**config.mk**
```make
export PLATFORM = sky130hd
export DESIGN_NAME = quadrant_restorer
export DESIGN_NICKNAME = d
export VERILOG_FILES = /design/src/rtl/cordic_pkg.sv /design/src/rtl/tag_fifo.sv /design/src/rtl/quadrant_restorer.sv
export SDC_FILE = /design/constraint.sdc
export NUM_CORES = 1
export LEC_CHECK = 0
export CAP_MARGIN = 25
export CORE_ASPECT_RATIO = 0.75
export CORE_MARGIN = 5
export CORE_UTILIZATION = 25
export CTS_CLUSTER_SIZE = 28
export DETAILED_ROUTE_END_ITERATION = 16
export PLACE_DENSITY = 0.42
export SYNTH_ARGS = -nofsm -noshare
export SYNTH_HDL_FRONTEND = slang
export SYNTH_SLANG_ARGS = --single-unit
export TNS_END_PERCENT = 50
```
**constraint.sdc**
```tcl
create_clock -name clk -period 3.5 [get_ports clk]
set_clock_uncertainty 0.15 [all_clocks]
set_input_delay 0.875 -clock clk [delete_from_list [all_inputs] [get_ports clk]]
set_output_delay 0.875 -clock clk [all_outputs]
set_load 0.03 [all_outputs]
```
**src/rtl/cordic_pkg.sv**
```systemverilog
// -----------------------------------------------------------------------------
// cordic_pkg
// Constants shared between the CORDIC angle front end and the quadrant
// restorer: default sample width, 2-bit quadrant codes and the saturation
// bounds used by the saturating negate at the default width.
// -----------------------------------------------------------------------------
package cordic_pkg;

    localparam int DATA_WIDTH_DEF = 32;

    // Quadrant of the original angle, as produced by the front-end reduction.
    localparam logic [1:0] Q0 = 2'd0;
    localparam logic [1:0] Q1 = 2'd1;
    localparam logic [1:0] Q2 = 2'd2;
    localparam logic [1:0] Q3 = 2'd3;

    // Two's complement bounds at the default width.
    localparam logic [DATA_WIDTH_DEF-1:0] MAX = {1'b0, {(DATA_WIDTH_DEF-1){1'b1}}};
    localparam logic [DATA_WIDTH_DEF-1:0] MIN = {1'b1, {(DATA_WIDTH_DEF-1){1'b0}}};

endpackage

```
**src/rtl/tag_fifo.sv**
```systemverilog
// -----------------------------------------------------------------------------
// tag_fifo
// Small FIFO of 2-bit quadrant tags. A push into a full FIFO is only accepted
// when a pop happens in the same cycle; a pop from an empty FIFO is ignored
// (a same-cycle push is still stored, there is no bypass path).
// Ports:
//   clk, rst (async, active-low), clk_en (low freezes all state)
//   push/din   : write request and tag
//   pop        : read request; dout shows the head tag combinationally
//   full/empty : status derived from count
//   count      : number of stored tags, 0..TAG_DEPTH
// -----------------------------------------------------------------------------
module tag_fifo #(
    parameter  int TAG_DEPTH = 4,
    localparam int PW        = $clog2(TAG_DEPTH),
    localparam int CW        = $clog2(TAG_DEPTH + 1)
) (
    input  logic          clk,
    input  logic          rst,
    input  logic          clk_en,
    input  logic          push,
    input  logic [1:0]    din,
    input  logic          pop,
    output logic [1:0]    dout,
    output logic          full,
    output logic          empty,
    output logic [CW-1:0] count
);

    logic [1:0]    mem_q [TAG_DEPTH];
    logic [1:0]    mem_d [TAG_DEPTH];
    logic [PW-1:0] wr_ptr_q, wr_ptr_d;
    logic [PW-1:0] rd_ptr_q, rd_ptr_d;
    logic [CW-1:0] count_q, count_d;
    logic          push_ok_s;
    logic          pop_ok_s;

    assign full  = (count_q == CW'(TAG_DEPTH));
    assign empty = (count_q == CW'(0));
    assign count = count_q;
    assign dout  = mem_q[rd_ptr_q];

    // A pop frees the slot a simultaneous push needs when the FIFO is full.
    assign pop_ok_s  = clk_en & pop & ~empty;
    assign push_ok_s = clk_en & push & (~full | pop_ok_s);

    // Next-state for storage, pointers and occupancy.
    always_comb begin
        mem_d    = mem_q;
        wr_ptr_d = wr_ptr_q;
        rd_ptr_d = rd_ptr_q;
        count_d  = count_q;
        if (push_ok_s) begin
            mem_d[wr_ptr_q] = din;
            wr_ptr_d        = wr_ptr_q + PW'(1);
        end else begin
            wr_ptr_d = wr_ptr_q;
        end
        if (pop_ok_s) begin
            rd_ptr_d = rd_ptr_q + PW'(1);
        end else begin
            rd_ptr_d = rd_ptr_q;
        end
        case ({push_ok_s, pop_ok_s})
            2'b10:   count_d = count_q + CW'(1);
            2'b01:   count_d = count_q - CW'(1);
            default: count_d = count_q;
        endcase
    end

    // FIFO state registers.
    always_ff @(posedge clk or negedge rst) begin
        if (!rst) begin
            for (int i = 0; i < TAG_DEPTH; i++) begin
                mem_q[i] <= 2'b00;
            end
            wr_ptr_q <= '0;
            rd_ptr_q <= '0;
            count_q  <= '0;
        end else begin
            mem_q    <= mem_d;
            wr_ptr_q <= wr_ptr_d;
            rd_ptr_q <= rd_ptr_d;
            count_q  <= count_d;
        end
    end

endmodule

```
**src/rtl/quadrant_restorer.sv**
```systemverilog
// -----------------------------------------------------------------------------
// quadrant_restorer
// Re-applies the quadrant removed by the CORDIC angle front end. Quadrant tags
// are queued in order; each core result consumes the oldest tag and is rotated
// by 0/90/180/270 degrees with saturating negation, then registered.
// Ports:
//   clk, rst (async, active-low), clk_en (low freezes all state)
//   tag_valid/tag_in         : quadrant tag from the front end
//   core_valid/cos_in/sin_in : core result for the reduced angle
//   cos_out/sin_out/done     : registered corrected result, done = 1-cycle pulse
//   tag_full                 : tag FIFO is full
//   ovf / unf                : sticky tag-dropped / result-dropped flags
// -----------------------------------------------------------------------------
module quadrant_restorer
    import cordic_pkg::*;
#(
    parameter int DATA_WIDTH = DATA_WIDTH_DEF,
    parameter int TAG_DEPTH  = 4
) (
    input  logic                  clk,
    input  logic                  rst,
    input  logic                  clk_en,
    input  logic                  tag_valid,
    input  logic [1:0]            tag_in,
    input  logic                  core_valid,
    input  logic [DATA_WIDTH-1:0] cos_in,
    input  logic [DATA_WIDTH-1:0] sin_in,
    output logic [DATA_WIDTH-1:0] cos_out,
    output logic [DATA_WIDTH-1:0] sin_out,
    output logic                  done,
    output logic                  tag_full,
    output logic                  ovf,
    output logic                  unf
);

    localparam int CW = $clog2(TAG_DEPTH + 1);

    // Width-generic bounds; they equal cordic_pkg MAX/MIN at the default width.
    localparam logic [DATA_WIDTH-1:0] SAT_MAX = {1'b0, {(DATA_WIDTH-1){1'b1}}};
    localparam logic [DATA_WIDTH-1:0] SAT_MIN = {1'b1, {(DATA_WIDTH-1){1'b0}}};

    // -MIN does not exist in two's complement; clamp it to MAX.
    function automatic logic [DATA_WIDTH-1:0] sat_neg(input logic [DATA_WIDTH-1:0] x);
        if (x == SAT_MIN) begin
            return SAT_MAX;
        end else begin
            return ~x + DATA_WIDTH'(1);
        end
    endfunction

    logic [1:0]            fifo_tag_s;
    logic                  fifo_full_s;
    logic                  fifo_empty_s;
    logic [CW-1:0]         fifo_count_s;
    logic                  pop_ok_s;
    logic                  ovf_evt_s;
    logic                  unf_evt_s;
    logic [DATA_WIDTH-1:0] cos_fix_s, sin_fix_s;

    logic [DATA_WIDTH-1:0] cos_q, cos_d;
    logic [DATA_WIDTH-1:0] sin_q, sin_d;
    logic                  done_q, done_d;
    logic                  ovf_q, ovf_d;
    logic                  unf_q, unf_d;

    tag_fifo #(
        .TAG_DEPTH (TAG_DEPTH)
    ) u_tag_fifo (
        .clk    (clk),
        .rst    (rst),
        .clk_en (clk_en),
        .push   (tag_valid),
        .din    (tag_in),
        .pop    (core_valid),
        .dout   (fifo_tag_s),
        .full   (fifo_full_s),
        .empty  (fifo_empty_s),
        .count  (fifo_count_s)
    );

    assign pop_ok_s  = clk_en & core_valid & ~fifo_empty_s;
    // A full FIFO always has a head to pop, so core_valid alone makes room.
    assign ovf_evt_s = clk_en & tag_valid & fifo_full_s & ~core_valid;
    assign unf_evt_s = clk_en & core_valid & fifo_empty_s;

    // Rotate the core result back into the quadrant of the head tag.
    always_comb begin
        cos_fix_s = cos_in;
        sin_fix_s = sin_in;
        case (fifo_tag_s)
            Q0: begin
                cos_fix_s = cos_in;
                sin_fix_s = sin_in;
            end
            Q1: begin
                cos_fix_s = sat_neg(sin_in);
                sin_fix_s = cos_in;
            end
            Q2: begin
                cos_fix_s = sat_neg(cos_in);
                sin_fix_s = sat_neg(sin_in);
            end
            Q3: begin
                cos_fix_s = sin_in;
                sin_fix_s = sat_neg(cos_in);
            end
            default: begin
                cos_fix_s = cos_in;
                sin_fix_s = sin_in;
            end
        endcase
    end

    // Output, done pulse and sticky error flag next-state.
    always_comb begin
        cos_d  = cos_q;
        sin_d  = sin_q;
        done_d = done_q;
        ovf_d  = ovf_q;
        unf_d  = unf_q;
        if (clk_en) begin
            done_d = pop_ok_s;
            if (pop_ok_s) begin
                cos_d = cos_fix_s;
                sin_d = sin_fix_s;
            end else begin
                cos_d = cos_q;
                sin_d = sin_q;
            end
            ovf_d = ovf_q | ovf_evt_s;
            unf_d = unf_q | unf_evt_s;
        end else begin
            done_d = done_q;
        end
    end

    // Output and flag registers.
    always_ff @(posedge clk or negedge rst) begin
        if (!rst) begin
            cos_q  <= '0;
            sin_q  <= '0;
            done_q <= 1'b0;
            ovf_q  <= 1'b0;
            unf_q  <= 1'b0;
        end else begin
            cos_q  <= cos_d;
            sin_q  <= sin_d;
            done_q <= done_d;
            ovf_q  <= ovf_d;
            unf_q  <= unf_d;
        end
    end

    assign cos_out  = cos_q;
    assign sin_out  = sin_q;
    assign done     = done_q;
    assign ovf      = ovf_q;
    assign unf      = unf_q;
    assign tag_full = fifo_full_s;

endmodule

```
Word-level counts from Yosys, hierarchy flattened
Cells that the tools add are included.

word-level totals
  bits of input ports = 71
  word-level logic and storage cells = 62
  register bits after elaboration = 82
  output and inout port bits = 68

operators by class
  bitwise gates (word level) = 17
  magnitude comparators = 3
  equality and inequality tests = 8
  add/subtract/negate cells = 6
  reduce and logical (&&, ||, !) cells = 5
  multiplexer cells = 11

operators by type and width
  cell                   count
  $pmux 32 s4            2
  $add 32x1->32 const B  2
  $eq 32x32->1 const B   2
  $mux 32                2
  $not 32->32            2
  $bwmux 8               1
  $and 1x1->1            7
  $eq 2x2->1 const B     3
  $ge 3x3->1 const B     2
  $mux 2                 3
  $not 2->3              2
  $pmux 3 s2             1
  $add 2x1->2 const B    2
  $bmux 2 s2             1
  $demux 2 s2            1
  $eq 2x1->1 const B     2
  $add 3x1->3 const B    1
  $eq 3x3->1 const B     1
  $logic_not 3->1        1
  $lt 3x1->1 const B     1
  $not 1->1              3
  $or 1x1->1             3
  $sub 3x1->3 const B    1
  $logic_not 2->1        1
  other kinds (3)        3

Longest topological paths before layout
Gate-level depths: netlist of the first run.

  depth in word-level cells = 7
  gate-level depth with buffers = 11
  gate-level depth less buffers = 11

Cells and area by module
Synthesis of the first run repeated with hierarchy kept, for this count alone.

unflattened totals
  cell total of the unflattened synthesis = 853
  area, all modules = 6,837.8 um^2

modules (own cells, without submodules)
  module             cells each  sequential area each (um^2)  area an instance (um^2)  instances
  quadrant_restorer  796         1,676.6                      6,057.1                  1
  tag_fifo           57          375.4                        780.7                    1

Worst setup path after synthesis of the first run
OpenSTA, ideal clock, no wires.

  path kind = input-to-reg
  start point = input sin_in[0]
  end point = register cos_q[3], in the netlist cos_out[3]
  buffers on the path = 1
  library setup time = 0.082 ns
  stages = 9
  arrival = 2.987 ns
  required time = 3.268 ns
  slack = 0.281 ns
  cells stage by stage = inv_1 -> ha_1 -> or3b_1 -> or3_1 -> buf_2 -> o41ai_4 -> a2bb2oi_2 -> o221ai_1 -> a31oi_1

between the ends
  word-level cells in the longest chain between the ends = 4
  elaborated cells between the ends (all ways) = 5
  classes of those cells = add/sub: 1; eq/ne: 1; mux: 2; bitwise: 1

RTL lines
  item                  line                      RTL
  start, declared       quadrant_restorer.sv:27   input logic [DATA_WIDTH-1:0] sin_in,
  $not 32->32           quadrant_restorer.sv:47   return ~x + DATA_WIDTH'(1);
  $add 32x1->32         quadrant_restorer.sv:47
  $mux 32 *             quadrant_restorer.sv:44   if (x == SAT_MIN) begin
  $pmux 32 s4 *         quadrant_restorer.sv:90   case (fifo_tag_s)
  end signal, assigned  quadrant_restorer.sv:146  cos_q <= cos_d;
  end, declared         quadrant_restorer.sv:60   logic [DATA_WIDTH-1:0] cos_q, cos_d;

Every way passes the cells marked *; elsewhere a longest branch is shown, timed or not.
A chain may end at the register's enable or synchronous reset.

Worst setup path in the final report of the first run
  start point = input sin_in[0]
  end point = register sin_q[28], in the netlist sin_out[28]

between the ends
  word-level cells in the longest chain between the ends = 4
  elaborated cells between the ends (all ways) = 5
  classes of those cells = add/sub: 1; eq/ne: 1; mux: 2; bitwise: 1

RTL lines
  item                  line                      RTL
  $not 32->32           quadrant_restorer.sv:47
  $add 32x1->32         quadrant_restorer.sv:47
  $mux 32 *             quadrant_restorer.sv:44
  $pmux 32 s4 *         quadrant_restorer.sv:90
  end signal, assigned  quadrant_restorer.sv:147  sin_q <= sin_d;
  end, declared         quadrant_restorer.sv:61   logic [DATA_WIDTH-1:0] sin_q, sin_d;

Marks and branches as above.

==> flow_metrics.py, run 1 <==
metrics = {
    "cts": {
        "cts_tree": "done",
        "htreeDepth": 3,
        "clk_latency_ns": 0.36,
        "post_cts_buffers": 0,
        "clk_pin_slew_ns": 0.07,
        "cts.sinks": 82,
        "numCtsBuffers": 9,
        "cts_root_buf": "clkbuf_16",
        "clockBufferDepth": 2,
    },
    "yosys": {
        "synth_area_um2": 6860,
        "ys_ff_latch": 82,
        "yosysMostFrequentCell": "nand2_1",
        "yosysTopAreaCellShare_pct": 29.9,
        "syn-num-nets": 962,
        "ys.warnings.count": 0,
        "synth_area_leaders": "dfrtp_1 (30%), nand2_1 (5.3%), o21ai_0 (4.8%)",
        "syn_area_per_cell_um2": 7.77,
        "synthTopCellsByCount": "nand2_1 (96), dfrtp_1 (82), nor2_1 (70)",
        "netlist_instances": 883,
        "synth_edf_count": 0,
        "async_flop_share_pct": 100,
        "yosysUniqueCellTypes": 77,
        "ys.flop_type": "dfrtp_1",
        "synth-seq-area-share_pct": 29.9,
        "synth_largest_area_cell": "dfrtp_1",
    },
    "setup_path": {
        "max_stage_delay_ns": 0.54,
        "crit_arrival_ns": 3.53,
        "crit_path_top_delay_cell": "or4_1",
        "critPathTopFamily": "simple AND/OR/NAND/NOR gates",
        "end_kind": "flip-flop",
        "worst-setup-path-type": "primary input to flip-flop",
        "cp.required_ns": 3.63,
        "path_max_fanout": 7,
        "worstPathCellList": "clkdlybuf4s50_1, inv_1, ha_1, or3b_1, or3_4, buf_4, or4_1, a41oi_1, o21ai_1, o21ai_1",
        "setup.worst_path.start_class": "primary input",
        "path_buf_inv": 3,
        "crit_top_cell": "o21ai_1",
    },
    "job": {
        "max_cap_viol_count": 0,
    },
    "cells_and_area": {
        "layout-drive-gt1-share_pct": 23.1,
        "nNetsFinal": 1246,
        "fin_util_pct": 38.6,
        "fill_cells": 2747,
        "fin_area_um2": 10400,
        "syn_to_final_growth_pct": 52.0,
        "diodes": 0,
    },
    "grt": {
        "antenna_found_initial": 0,
        "grt_usage_pct": 21.9,
        "grt_pass1_wl_um": 52700,
        "grt_pass1_vias": 8334,
        "grt_max_degree": 83,
        "grt_overflow": 0,
    },
    "floorplanning": {
        "dieArea_um2": 30900,
        "start_util_pct": 25.4,
        "io_pins": 139,
        "core-area_um2": 27000,
        "die_w_um": 201,
        "num_rows": 52,
        "dieHeight_um": 153,
    },
    "placed_design": {
        "placed_area_um2": 10000,
        "place_ws_ns": -0.502,
        "gp_congestion": 0.917,
        "portBuffers": 138,
        "post-dp-hpwl_um": 26700,
    },
    "power": {
        "p_leak_nw": 4.20,
        "power_density_nw_per_um2": 937,
        "ir_drop_uv": 385,
    },
    "route": {
        "wl_per_cell_um": 22.9,
        "vias": 8627,
        "wirelength_um": 34900,
        "first_pass_iters": 5,
        "via_per_inst": 5.66,
        "drtIter0Drc": 963,
        "drc_errors": 0,
        "ant_nets": 0,
    },
    "status": {
        "status": "completed",
    },
    "timing": {
        "hold_viol": 0,
        "relSlewSlack_pct": 37.9,
        "rsz0062_at_grt": "yes",
        "fin_hold_ws_ns": 0.324,
        "fin_crit_ns": 3.39,
        "worstMarginPinSlew_ns": 0.920,
        "finalSetupTns_ns": 0,
        "setup_violations": 0,
        "worst_slack_ns": 0.107,
        "clock.fmax_mhz": 295,
        "fin_crit_sh_pct": 96.9,
        "finalMaxSlewViolations": 0,
    },
    "worst_hold_path": {
        "hold_class": "flip-flop to flip-flop",
    },
}
[metrics by stage]
stage	instances	total power, mW
after floorplan	883	5.43
after global placement	1507	8.54
after detailed placement	1507	8.51
after CTS	1523	9.74
after global routing	1523	10.3
final	1523	9.77
[worst register-to-register path: stages, from the launching register on]
cell and delay [ns]:
dfrtp_1 0.60, mux4_2 0.74, buf_4 0.30, nor2_1 0.61
a311oi_1 0.21, a32o_1 0.26
[repair_timing]
item / CTS / global route
resized for setup: 2 / 9
hold buffers: 0 / 0
endpoints found under the setup margin: 2 / 16
pin swaps: 0 / 1
[area by class of cell]
type / count / area (um2) / share of cell area (%)
Clock buffer: 10 / 229 / 2.20
Tap cell: 351 / 439 / 4.21
Multi-Input combinational cell: 709 / 4480 / 43.0
Sequential cell: 82 / 2050 / 19.7
Inverter: 13 / 48.8 / 0.468
Timing Repair Buffer: 352 / 3060 / 29.4
Clock inverter: 6 / 114 / 1.09
[placed cells by master (no fill, tap or decap), types with 5 or more instances in the layout]
cell type,count
a211oi_1,9
a21oi_1,54
a22oi_1,5
a31oi_1,35
and3_1,10
buf_12,6
buf_4,209
clkbuf_16,9
clkdlybuf4s50_1,136
dfrtp_1,82
ha_1,7
inv_1,13
mux2_2,10
mux2i_1,7
nand2_1,96
nand2b_1,10
nand3_1,35
nand3b_1,5
nand4_1,17
nand4b_1,5
nor2_1,69
nor3_1,31
nor3b_1,7
nor4_1,22
o211ai_1,9
o21ai_0,65
o221ai_1,18
o22ai_1,17
o311ai_0,6
o31a_1,8
o31ai_1,17
o41ai_1,6
or2_2,6
or3_1,11
or4_1,8
xnor2_1,9
xor2_1,7
[routing by layer]
metal	GRT usage, %	part of all wire, %	wire [um]	up-vias
li1	-	-	-	3978
met1	33.0	48	16800	4169
met2	31.9	41	14500	437
met3	4.41	8.3	2910	43
met4	5.69	2.0	697	0
met5	0	0	0	-
[flip-flops by register name (all words and copies together), names as in the netlist]
name and flops:
cos_out 32, sin_out 32, u_tag_fifo.mem_q 8, u_tag_fifo.count 3, u_tag_fifo.rd_ptr_q 2, u_tag_fifo.wr_ptr_q 2
done 1, ovf 1, unf 1
[final timing paths]
kind,end,startpoint,cells past startpoint,slack (ns)
worst max-delay path,sin_out[28],sin_in[0],10,0.11
worst min-delay path,cos_out[6],cos_out[6],2,0.32
worst max register to register,cos_out[26],u_tag_fifo.rd_ptr_q[0],5,0.54
worst min register to register,cos_out[6],cos_out[6],2,0.32
max in group asynchronous,cos_out[28],rst,2,2.19
min in group asynchronous,cos_out[11],rst,1,0.33
[where the power goes]
| group | leakage, nW | switching [mW] | internal, mW |
|---|---|---|---|
| logic | 3.06 | 4.24 | 2.58 |
| clock network | 0.159 | 0.459 | 0.701 |
| registers | 0.983 | 0.369 | 1.42 |
| total | 4.20 | 5.07 | 4.70 |
[cells by family (layout without fill, tap and decap cells)]
kind of cell / Yosys count / after routing / share of synthesized area, %
simple gates: 362 / 362 / 27.9
compound gates: 304 / 304 / 29.9
buf+inv: 92 / 381 / 5.33
flops: 82 / 82 / 29.9
mux: 19 / 19 / 3.32
xor+xnor: 16 / 16 / 2.04
fa+ha+maj: 8 / 8 / 1.57
Note: power is estimated with default switching activity, not from simulation.
==> run 2: changes to the inputs <==
==> constraint.sdc (replaced) <==
create_clock -name clk -period 3.5 [get_ports clk]
set_clock_uncertainty 0.15 [all_clocks]
set_input_delay 0.875 -clock clk [delete_from_list [all_inputs] [get_ports clk]]
set_output_delay 0.875 -clock clk [all_outputs]
set_load 0.005 [all_outputs]
==> results of run 2 <==
The final DEF is identical to that of run 1. Status: completed.
Main changes from that run: total power 9.77 mW -> 9.04 mW
